File: config.mk
export PLATFORM = sky130hd
export DESIGN_NAME = dmem_arbiter
export DESIGN_NICKNAME = d
export VERILOG_FILES = /design/src/rtl/dmem_pkg.sv /design/src/rtl/rr_arb2.sv /design/src/rtl/dmem_arbiter.sv
export SDC_FILE = /design/constraint.sdc
export NUM_CORES = 1
export LEC_CHECK = 0
export ABC_CLOCK_PERIOD_IN_PS = 1600
export CAP_MARGIN = 20
export CORE_MARGIN = 3
export CORE_UTILIZATION = 35
export DETAILED_ROUTE_END_ITERATION = 8
export GPL_TIMING_DRIVEN = 0
export PLACE_DENSITY = 0.74
export SKIP_LAST_GASP = 1
export SLEW_MARGIN = 25
export SYNTH_ARGS = -nofsm -noshare
export SYNTH_HDL_FRONTEND = slang
export SYNTH_SLANG_ARGS = --single-unit
File: constraint.sdc
create_clock -name clk -period 1.6 [get_ports clk]
set_input_delay 0.32 -clock clk [delete_from_list [all_inputs] [get_ports clk]]
set_output_delay 0.32 -clock clk [all_outputs]
set_load 0.03 [all_outputs]
File: src/rtl/dmem_pkg.sv
// Shared types and constants for the two-port data-memory arbiter.
package dmem_pkg;

  typedef enum logic [1:0] {
    IDLE,
    ACCESS,
    RESP
  } state_e;

  localparam logic        PORT0      = 1'b0;
  localparam logic        PORT1      = 1'b1;
  localparam int unsigned WORD_BYTES = 4;

endpackage

File: src/rtl/rr_arb2.sv
// Two-way round-robin arbiter: on a tie the port that was not granted last wins.
module rr_arb2
  import dmem_pkg::*;
(
  input  logic [1:0] req_i,
  input  logic       last_grant_i,
  output logic [1:0] gnt_o
);

  always_comb begin
    gnt_o = '0;
    if (req_i == 2'b11) begin
      gnt_o = (last_grant_i == PORT1) ? 2'b01 : 2'b10;
    end else begin
      gnt_o = req_i;
    end
  end

endmodule

File: src/rtl/dmem_arbiter.sv
// Shares one combinational data memory between two requesters, one word access at a time,
// with registered strobes and a single-cycle ack back to the granted port.
module dmem_arbiter
  import dmem_pkg::*;
#(
  parameter int ADDR_W    = 32,
  parameter int DATA_W    = 32,
  parameter int MEM_BYTES = 512
) (
  input  logic              clk,
  input  logic              rst_n,
  input  logic              m0_req,
  input  logic              m0_we,
  input  logic [ADDR_W-1:0] m0_addr,
  input  logic [DATA_W-1:0] m0_wdata,
  output logic              m0_ack,
  output logic [DATA_W-1:0] m0_rdata,
  output logic              m0_err,
  input  logic              m1_req,
  input  logic              m1_we,
  input  logic [ADDR_W-1:0] m1_addr,
  input  logic [DATA_W-1:0] m1_wdata,
  output logic              m1_ack,
  output logic [DATA_W-1:0] m1_rdata,
  output logic              m1_err,
  output logic [ADDR_W-1:0] mem_addr,
  output logic [DATA_W-1:0] mem_wdata,
  output logic              mem_read,
  output logic              mem_write,
  input  logic [DATA_W-1:0] mem_rdata
);

  localparam logic [ADDR_W-1:0] MAX_ADDR = ADDR_W'(MEM_BYTES - WORD_BYTES);

  state_e            state_q, state_d;
  logic              sel_q;
  logic              last_grant_q;
  logic              we_q;
  logic              err_q;
  logic [DATA_W-1:0] rdata_q;
  logic [ADDR_W-1:0] mem_addr_q;
  logic [DATA_W-1:0] mem_wdata_q;
  logic              mem_read_q;
  logic              mem_write_q;

  logic [1:0]        gnt;
  logic              any_req;
  logic              grant_port;
  logic              req_we;
  logic [ADDR_W-1:0] req_addr;
  logic [DATA_W-1:0] req_wdata;
  logic              req_legal;

  rr_arb2 u_rr_arb2 (
    .req_i        ({m1_req, m0_req}),
    .last_grant_i (last_grant_q),
    .gnt_o        (gnt)
  );

  assign any_req    = m0_req | m1_req;
  assign grant_port = gnt[1] ? PORT1 : PORT0;
  assign req_we     = (grant_port == PORT1) ? m1_we    : m0_we;
  assign req_addr   = (grant_port == PORT1) ? m1_addr  : m0_addr;
  assign req_wdata  = (grant_port == PORT1) ? m1_wdata : m0_wdata;
  assign req_legal  = (req_addr[1:0] == 2'b00) && (req_addr <= MAX_ADDR);

  always_ff @(posedge clk or negedge rst_n) begin
    if (!rst_n) begin
      state_q <= IDLE;
    end else begin
      state_q <= state_d;
    end
  end

  always_comb begin
    state_d = state_q;
    case (state_q)
      IDLE:    if (any_req) state_d = req_legal ? ACCESS : RESP;
      ACCESS:  state_d = RESP;
      RESP:    state_d = IDLE;
      default: state_d = IDLE;
    endcase
  end

  always_comb begin
    m0_ack   = 1'b0;
    m1_ack   = 1'b0;
    m0_err   = 1'b0;
    m1_err   = 1'b0;
    m0_rdata = '0;
    m1_rdata = '0;
    if (state_q == RESP) begin
      if (sel_q == PORT1) begin
        m1_ack   = 1'b1;
        m1_err   = err_q;
        m1_rdata = rdata_q;
      end else begin
        m0_ack   = 1'b1;
        m0_err   = err_q;
        m0_rdata = rdata_q;
      end
    end
  end

  // Memory-side outputs are registers only, so the level-sensitive memory never sees a glitch.
  always_ff @(posedge clk or negedge rst_n) begin
    if (!rst_n) begin
      sel_q        <= PORT0;
      last_grant_q <= PORT1;
      we_q         <= 1'b0;
      err_q        <= 1'b0;
      rdata_q      <= '0;
      mem_addr_q   <= '0;
      mem_wdata_q  <= '0;
      mem_read_q   <= 1'b0;
      mem_write_q  <= 1'b0;
    end else begin
      case (state_q)
        IDLE: begin
          if (any_req) begin
            sel_q        <= grant_port;
            last_grant_q <= grant_port;
            we_q         <= req_we;
            err_q        <= ~req_legal;
            rdata_q      <= '0;
            if (req_legal) begin
              mem_addr_q  <= req_addr;
              mem_wdata_q <= req_we ? req_wdata : '0;
              mem_read_q  <= ~req_we;
              mem_write_q <= req_we;
            end
          end
        end
        ACCESS: begin
          if (!we_q) rdata_q <= mem_rdata;
          mem_addr_q  <= '0;
          mem_wdata_q <= '0;
          mem_read_q  <= 1'b0;
          mem_write_q <= 1'b0;
        end
        RESP: begin
          err_q   <= 1'b0;
          rdata_q <= '0;
        end
        default: begin
          mem_read_q  <= 1'b0;
          mem_write_q <= 1'b0;
        end
      endcase
    end
  end

  assign mem_addr  = mem_addr_q;
  assign mem_wdata = mem_wdata_q;
  assign mem_read  = mem_read_q;
  assign mem_write = mem_write_q;

endmodule
==> reports/qor.txt, run 1 <==
Status - finished with violations
Failing checks - setup timing
Synth Instances - 505
Grt peak-use layer - met2
Die X - 127 um
Detailed Place HPWL - 14,100 um
Core area - 0.0141 sq mm
DR vias - 5,393
Vias in the first global route - 5,638
Clock root buffer - clkbuf_16
WP data arrival - 1.66 ns
GR Util met3 - 0.0531
P_leak - 0.00470 uW
Fmax - 504 MHz
Drt pass-1 iters - 4
Final Max Tran Viols - 0
Syn nets - 671
Fin crit share - 1.24
Clk buf depth - 2
Routed len/inst - 18.8 um
Final Setup Violations - 135
Worst setup EP type - primary output
Initial core utilization - 0.362
Antenna violations before repair - 0
Rel. slew slack - 0.679
Hold Vio Cnt, Final - 0
Synthesized area - 0.00510 sq mm
Area share of the largest cell type after synthesis - 0.505
Peak VDD IR - 0.000433 V
Total GRT Usage - 0.230
Critical Path RT - 1.28 ns
CTS H-tree lvls - 3
ANT cells - 0
TritonCTS clock tree - yes
Final worst setup slack - -0.385 ns
I/O Buffers - 299
Met2 Use GR - 0.414
Worst Setup Path Type - register to primary output
Post-synth EDFFs - 0
DIE HEIGHT - 127 um
Worst-Skew Late Latency - 0.35 ns
# DRC - 0
Total of max-cap violations - 0
RSZ-0062 raised after global routing - true
Layout Cells excl Fill - 1,040
Post-layout min period - 1.98 ns
DR vias/cell - 5.19
Design area - 0.00982 sq mm
Slowest stage delay, CP - 0.47 ns
PwrDens - 636 mW/mm^2
Fin Setup TNS - -42.93 ns
CTS buffer count - 9
Gr ovfl total - 0
Final net count - 1,021
Worst hold path type - primary input to register
Area growth from synthesis to layout - 92.5%
Global Route met1 Usage - 0.262
Startpoint types - register
Post-synth top area cell - dfrtp_1
CTS clk-pin slew, worst paths - 0.07 ns
Top cells by count, synth - 103 x dfrtp_1, 91 x and2_1, 67 x nand2_1
Worst Path Max Fanout - 6
Post-synth ARST share - 1.00
Ys flop type - dfrtp_1
Placed cell areas - 0.00845 sq mm
Post-layout util - 0.697
Total Wirelength - 19,600 um
CTS Sinks - 104
Most numerous cell in the Yosys netlist - dfrtp_1
Most used cell, CP - buf_6
Number of nets still failing antenna checks after routing - 0
Die area - 0.0161 sq mm
I/O Pins - 300
Crit path cell chain - nor3b_4 > buf_6 > clkbuf_16 > and2_4 > buf_6
CP Buf/Inv Count - 3
Top post-synthesis cells by area - dfrtp_1 51%, and2_1 11%, a221oi_2 8.2%
Share of cells above drive strength 1 - 0.386
Row Count - 43
Initial DRC Count - 223
Top delay family on crit path - flip-flops
Syn_area_per_cell - 10.1 sq um
Post-place setup slack - -1.06 ns
Synthesis Warnings - 0
DP Cell Count - 985
Library cells used by synthesis - 35
Setup Skew - 0.00805 ns
Routability Congestion - 0.819
First-pass GRT wire length - 29,500 um
Largest net degree at the start of global routing - 57
Yosys reg bits - 104
Sequential-to-total area share from yosys stat - 0.510
Worst-Margin Slew - 0.482 ns
Slowest cell on the critical path - dfrtp_2
==> sequential cells by signal (all words and copies together), names as in the netlist, 2 cells and up <==
| name | cells |
|---|---|
| mem_addr | 32 |
| mem_wdata | 32 |
| rdata_q | 32 |
| state_q | 2 |
==> worst reg2reg max path: stages (launching register included) <==
cell and delay (ns):
dfstp_2 0.56, a21boi_4 0.06, nand4b_1 0.27, o22ai_4 0.25, buf_12 0.16, a21oi_2 0.14, clkbuf_16 0.19, a221oi_2 0.23
==> metal layers <==
metal  up-vias  routed length, um
li1       2485                  -
met1      2619               7400
met2       245              10300
met3        44               1310
met4         0                593
met5         -                  0
==> final timing paths <==
| check | slack, ns | startpoint | to | cells past startpoint |
|---|---|---|---|---|
| worst max-delay path | -0.38 | state_q[0] | m0_rdata[6] | 5 |
| worst min-delay path | 0.36 | m0_req | last_grant_q | 2 |
| worst max register to register | -0.36 | last_grant_q | mem_wdata[24] | 7 |
| worst min register to register | 0.50 | mem_addr[25] | mem_addr[25] | 1 |
| max in group asynchronous | 0.49 | rst_n | mem_wdata[1] | 3 |
| min in group asynchronous | 0.47 | rst_n | rdata_q[15] | 2 |
==> cells in the final DEF, fill, tap and decap left out, types with 3 or more instances in the layout <==
master,count
dlygate4sd2_1,75
clkbuf_8,8
buf_2,3
clkdlybuf4s50_1,153
buf_4,27
nor4_1,4
nor2_1,11
buf_6,81
o21ai_0,3
clkbuf_2,4
mux2i_1,7
nand4_1,3
dfrtp_2,3
a221oi_2,44
nor4_2,6
clkbuf_16,11
a21oi_1,3
a221oi_1,17
nor2_2,3
and3_4,3
dfrtp_1,100
inv_1,33
and2_4,80
clkbuf_4,7
a221oi_4,3
and2_1,4
buf_12,3
a22o_1,8
buf_8,11
nand3_1,33
nand2_1,66
and2_2,7
==> cell families after synthesis <==
logic type | synth area share
AND/OR/NAND/NOR | 0.233
flip-flops | 0.510
AO/OA/AOI/OAI | 0.181
buffers and inverters | 0.0618
multiplexers | 0.0137
==> stage by stage <==
| step | power [uW] | hold WS [ns] |
|---|---|---|
| final | 6250 | 0.363 |
| after detailed placement | 3730 | 0.293 |
| after floorplan | 3100 | 0.0244 |
| after global placement | 3700 | 0.460 |
| after CTS | 6170 | 0.343 |
| after global routing | 6480 | 0.372 |
==> area by class of cell <==
type / instances / area (sq um)
Clock inverter: 7 / 72.6
Inverter: 35 / 135
Tap cell: 180 / 225
Buffer: 39 / 384
Sequential cell: 104 / 2610
Multi-Input combinational cell: 327 / 2720
Timing Repair Buffer: 339 / 3450
Fill cell: 1048 / 4270
Clock buffer: 9 / 225
==> where the power goes <==
group          switching, uW  internal (uW)  total [uW]
registers               34.1           2660        2690
logic                    596            760        1360
clock network           1090           1110        2200
total                   1720           4520        6250
==> repair_timing <==
action | 4_1_cts | 5_1_grt
hold buffers | 1 | 0
setup buffers | 20 | 10
setup endpoints to repair | 234 | 171
cloned | 10 | 3
pin swaps | 63 | 11
gates resized for setup | 720 | 65
endpoints found under the hold margin | 47 | 0
No activity file was read; power rests on OpenSTA's default activity.
==> run 2: changes to the inputs <==
ABC_AREA = 1   (was default)
CORE_UTILIZATION = 25   (was 35)
PLACE_DENSITY = 0.54   (was 0.74)
==> run 2 against run 1 <==
  * The run still ends with setup timing left
  * Utilization decreased by 23 points
  * Cell area increased by 0.57%
  * First-iteration DRC count decreased by 4.0%
  * Via count increased by 8.0%
  * Area after synthesis increased by 5.5%
  * Critical endpoint is now mem_wdata[0]
==> reports/qor.txt, run 2 <==
PwrDens - 1350 mW/mm^2 (+110%)
Switching share of power - 0.449 (+0.174)
CTS H-tree lvls - 3 (unchanged)
Worst hold slack - 0.452 ns (+0.0884 ns)
Detailed Place HPWL - 16,700 um (+18%)
Worst Path Max Fanout - 7 (+1)
Setup Skew - 0.00796 ns (-0.0000990 ns)
DR vias - 5,827 (+8.0%)
Post-layout util - 0.469 (-0.228)
Sw Pwr - 5970 uW (+250%)
Status - finished with violations
Area share of the largest cell type after synthesis - 0.479 (-0.0264)
Yosys reg bits - 104 (unchanged)
CTS buffer count - 9 (unchanged)
Top post-synthesis cells by area - dfrtp_1 48%, nand2_1 16%, nand3_1 7.4%
Syn nets - 905 (+35%)
Routed len/inst - 15.7 um (-16%)
DR vias/cell - 4.34 (-16%)
Post-place setup slack - -1.23 ns (-0.173 ns)
Die X - 153 um (+21%)
Routability Congestion - 0.800 (-2.3%)
DIE HEIGHT - 153 um (+21%)
Worst-Margin Slew - 0.578 ns (+0.0957 ns)
Antenna violations before repair - 0 (unchanged)
RSZ-0062 raised after global routing - true
Post-layout min period - 2.15 ns (+0.163 ns)
Gr ovfl total - 0 (unchanged)
Fmax - 466 MHz (-7.6%)
Share of cells above drive strength 1 - 0.231 (-0.155)
Drt pass-1 iters - 4 (unchanged)
Storage cell area - 0.00260 sq mm (-0.14%)
Worst setup EP type - register
Sequential-to-total area share from yosys stat - 0.484 (-0.0267)
Largest net degree at the start of global routing - 69 (+21%)
WL met3 - 1880 um (+43%)
Worst-Skew Late Latency - 0.35 ns (about the same)
Hold Vio Cnt, Final - 0 (unchanged)
Final worst setup slack - -0.548 ns (-0.163 ns)
Final Setup Violations - 238 (+76%)
TritonCTS clock tree - yes
Worst hold path type - primary input to asynchronous set/reset pin
Fillers - 2,166 (+110%)
Peak VDD IR - 0.000566 V (+31%)
Total GRT Usage - 0.176 (-0.0537)
Initial core utilization - 0.255 (-0.107)
Clock share of power - 0.176 (-0.176)
Most frequent cells in the layout - 229 x clkdlybuf4s50_1, 201 x nand2_1, 103 x dfrtp_1, 80 x nand3_1, 68 x buf_4
Total of max-cap violations - 0 (unchanged)
CTS Sinks - 104 (unchanged)
I/O Pins - 300 (unchanged)
Clk buf depth - 2 (unchanged)
Initial DRC Count - 214 (-4.0%)
Vias in the first global route - 5,819 (+3.2%)
Core area - 0.0211 sq mm (+50%)
Clock root buffer - clkbuf_16
Internal - 7320 uW (+62%)
Library cells used by synthesis - 20 (-43%)
Top cells by count, synth - 223 x nand2_1, 103 x dfrtp_1, 100 x nor2_1
Total Wirelength - 21,100 um (+7.8%)
Area growth from synthesis to layout - 83.5%
Fraction of power consumed by sequential logic - 0.270 (-0.161)
Met2 WL post-DR - 9890 um (-3.8%)
Met1 wire length - 9140 um (+24%)
Startpoint types - primary input
Synth Instances - 739 (+46%)
Rel. slew slack - 0.615 (-0.0638)
Number of nets still failing antenna checks after routing - 0 (unchanged)
Most numerous cell in the Yosys netlist - nand2_1
I/O Buffers - 299 (unchanged)
Post-synth ARST share - 1.00 (unchanged)
Fin Setup TNS - -77.81 ns (-34.88 ns)
Worst Setup Path Type - primary input to register
CTS clk-pin slew, worst paths - 0.08 ns (about the same)
DR top layer - met4
P_leak - 0.00438 uW (-6.7%)
Ys flop type - dfrtp_1
Synthesis Warnings - 0 (unchanged)
Die area - 0.0233 sq mm (+45%)
First-pass GRT wire length - 33,000 um (+12%)
Commonest non-fill, non-tap cell in the layout - clkdlybuf4s50_1
Post-synth EDFFs - 0 (unchanged)
ANT cells - 0 (unchanged)
Synthesized area - 0.00538 sq mm (+5.5%)
Syn_area_per_cell - 7.29 sq um (-28%)
WP data arrival - 2.39 ns (+0.73 ns)
Final net count - 1,228 (+20%)
Post-synth top area cell - dfrtp_1
Area of the multi-input gates - 0.00294 sq mm (+8.2%)
Comb power frac - 0.554 (+0.337)
Fin crit share - 1.34 (+0.102)
Failing checks - setup timing
Critical Path RT - 1.84 ns (+0.56 ns)
Final Max Tran Viols - 0 (unchanged)
Row Count - 53 (+23%)
# DRC - 0 (unchanged)
-- run 2: changes by cell type after synthesis, sizes merged, moves of 10 or more --
cell,previous run,this run
a21boi,1,25
a21oi,5,34
a221oi,64,0
and2,91,0
buf,18,28
inv,34,60
nand2,67,224
nand3,33,80
nand3b,0,14
nor2,15,100
nor4,10,0
o21ai,4,44
-- run 2: through the flow --
| step | area, sq um | total power [uW] | instances |
|---|---|---|---|
| finish | 9880 | 13300 | 1342 |
| global route | 9880 | 14200 | 1342 |
| CTS | 9670 | 13000 | 1337 |
| detailed placement | 9310 | 10200 | 1314 |
| global placement | 9280 | 10200 | 1313 |
| floorplan | 5940 | 7490 | 739 |
-- run 2: logic make-up (layout without fill, tap and decap cells) --
family                 count (synthesis)  in the layout  share of synthesized area
AOI/OAI and AO/OA                    104            104                      0.109
and+or+nand+nor                      420            420                      0.322
buffers and inverters                111            439                     0.0853
DFF                                  104            104                      0.484
-- run 2: layer usage --
| layer | track usage | vias to the layer above |
|---|---|---|
| met4 | 0.0386 | 0 |
| met5 | 0 | - |
| met1 | 0.226 | 2610 |
| met2 | 0.292 | 225 |
| met3 | 0.0579 | 11 |
| li1 | - | 2981 |
-- run 2: layout make-up --
class | instances | area share
Multi-Input combinational cell | 524 | 0.298
Timing Repair Buffer | 312 | 0.305
Clock inverter | 7 | 0.00874
Sequential cell | 104 | 0.264
Clock buffer | 9 | 0.0228
Inverter | 60 | 0.0243
Tap cell | 275 | 0.0348
Buffer | 51 | 0.0428
-- run 2: path summary, 6_finish.rpt --
path | slack (ns) | end | cells past startpoint | start
worst max-delay path | -0.55 | mem_wdata[0] | 17 | m0_req
worst min register to register | 0.48 | mem_wdata[14] | 2 | mem_wdata[14]
worst min-delay path | 0.45 | rdata_q[14] | 2 | rst_n
max in group asynchronous | 0.47 | mem_addr[5] | 3 | rst_n
worst max register to register | -0.53 | mem_wdata[0] | 16 | last_grant_q
min in group clk | 0.48 | mem_wdata[14] | 2 | mem_wdata[14]
-- run 2: worst max-delay path: stages --
cell	delay (ns)
clkdlybuf4s50_1	0.57
nand2_4	0.10
nand2_8	0.09
buf_8	0.13
clkinv_8	0.07
nand2_1	0.06
nand2_1	0.06
nor2_2	0.12
nand2_2	0.09
nor2_2	0.10
nand2_2	0.09
nand2_4	0.12
nand2_4	0.07
buf_6	0.14
clkbuf_16	0.16
nand2_2	0.05
nand2_1	0.05
-- run 2: timing repair --
action | CTS | global route
setup endpoints to repair | 238 | 238
pin swaps | 6 | 4
gates cloned | 1 | 2
buffers inserted | 5 | 5
gates resized for setup | 400 | 108
hold buffers | 1 | 0
hold endpoints to repair | 35 | 0
-- run 2: power by group through the flow --
stage                     sequential (uW)  combinational (uW)  clock, uW
after floorplan                      4530                2960          0
after global placement               3570                6600          0
after detailed placement             3580                6590          0
after CTS                            3560                7000       2420
after global routing                 3680                7990       2530
final                                3590                7360       2340
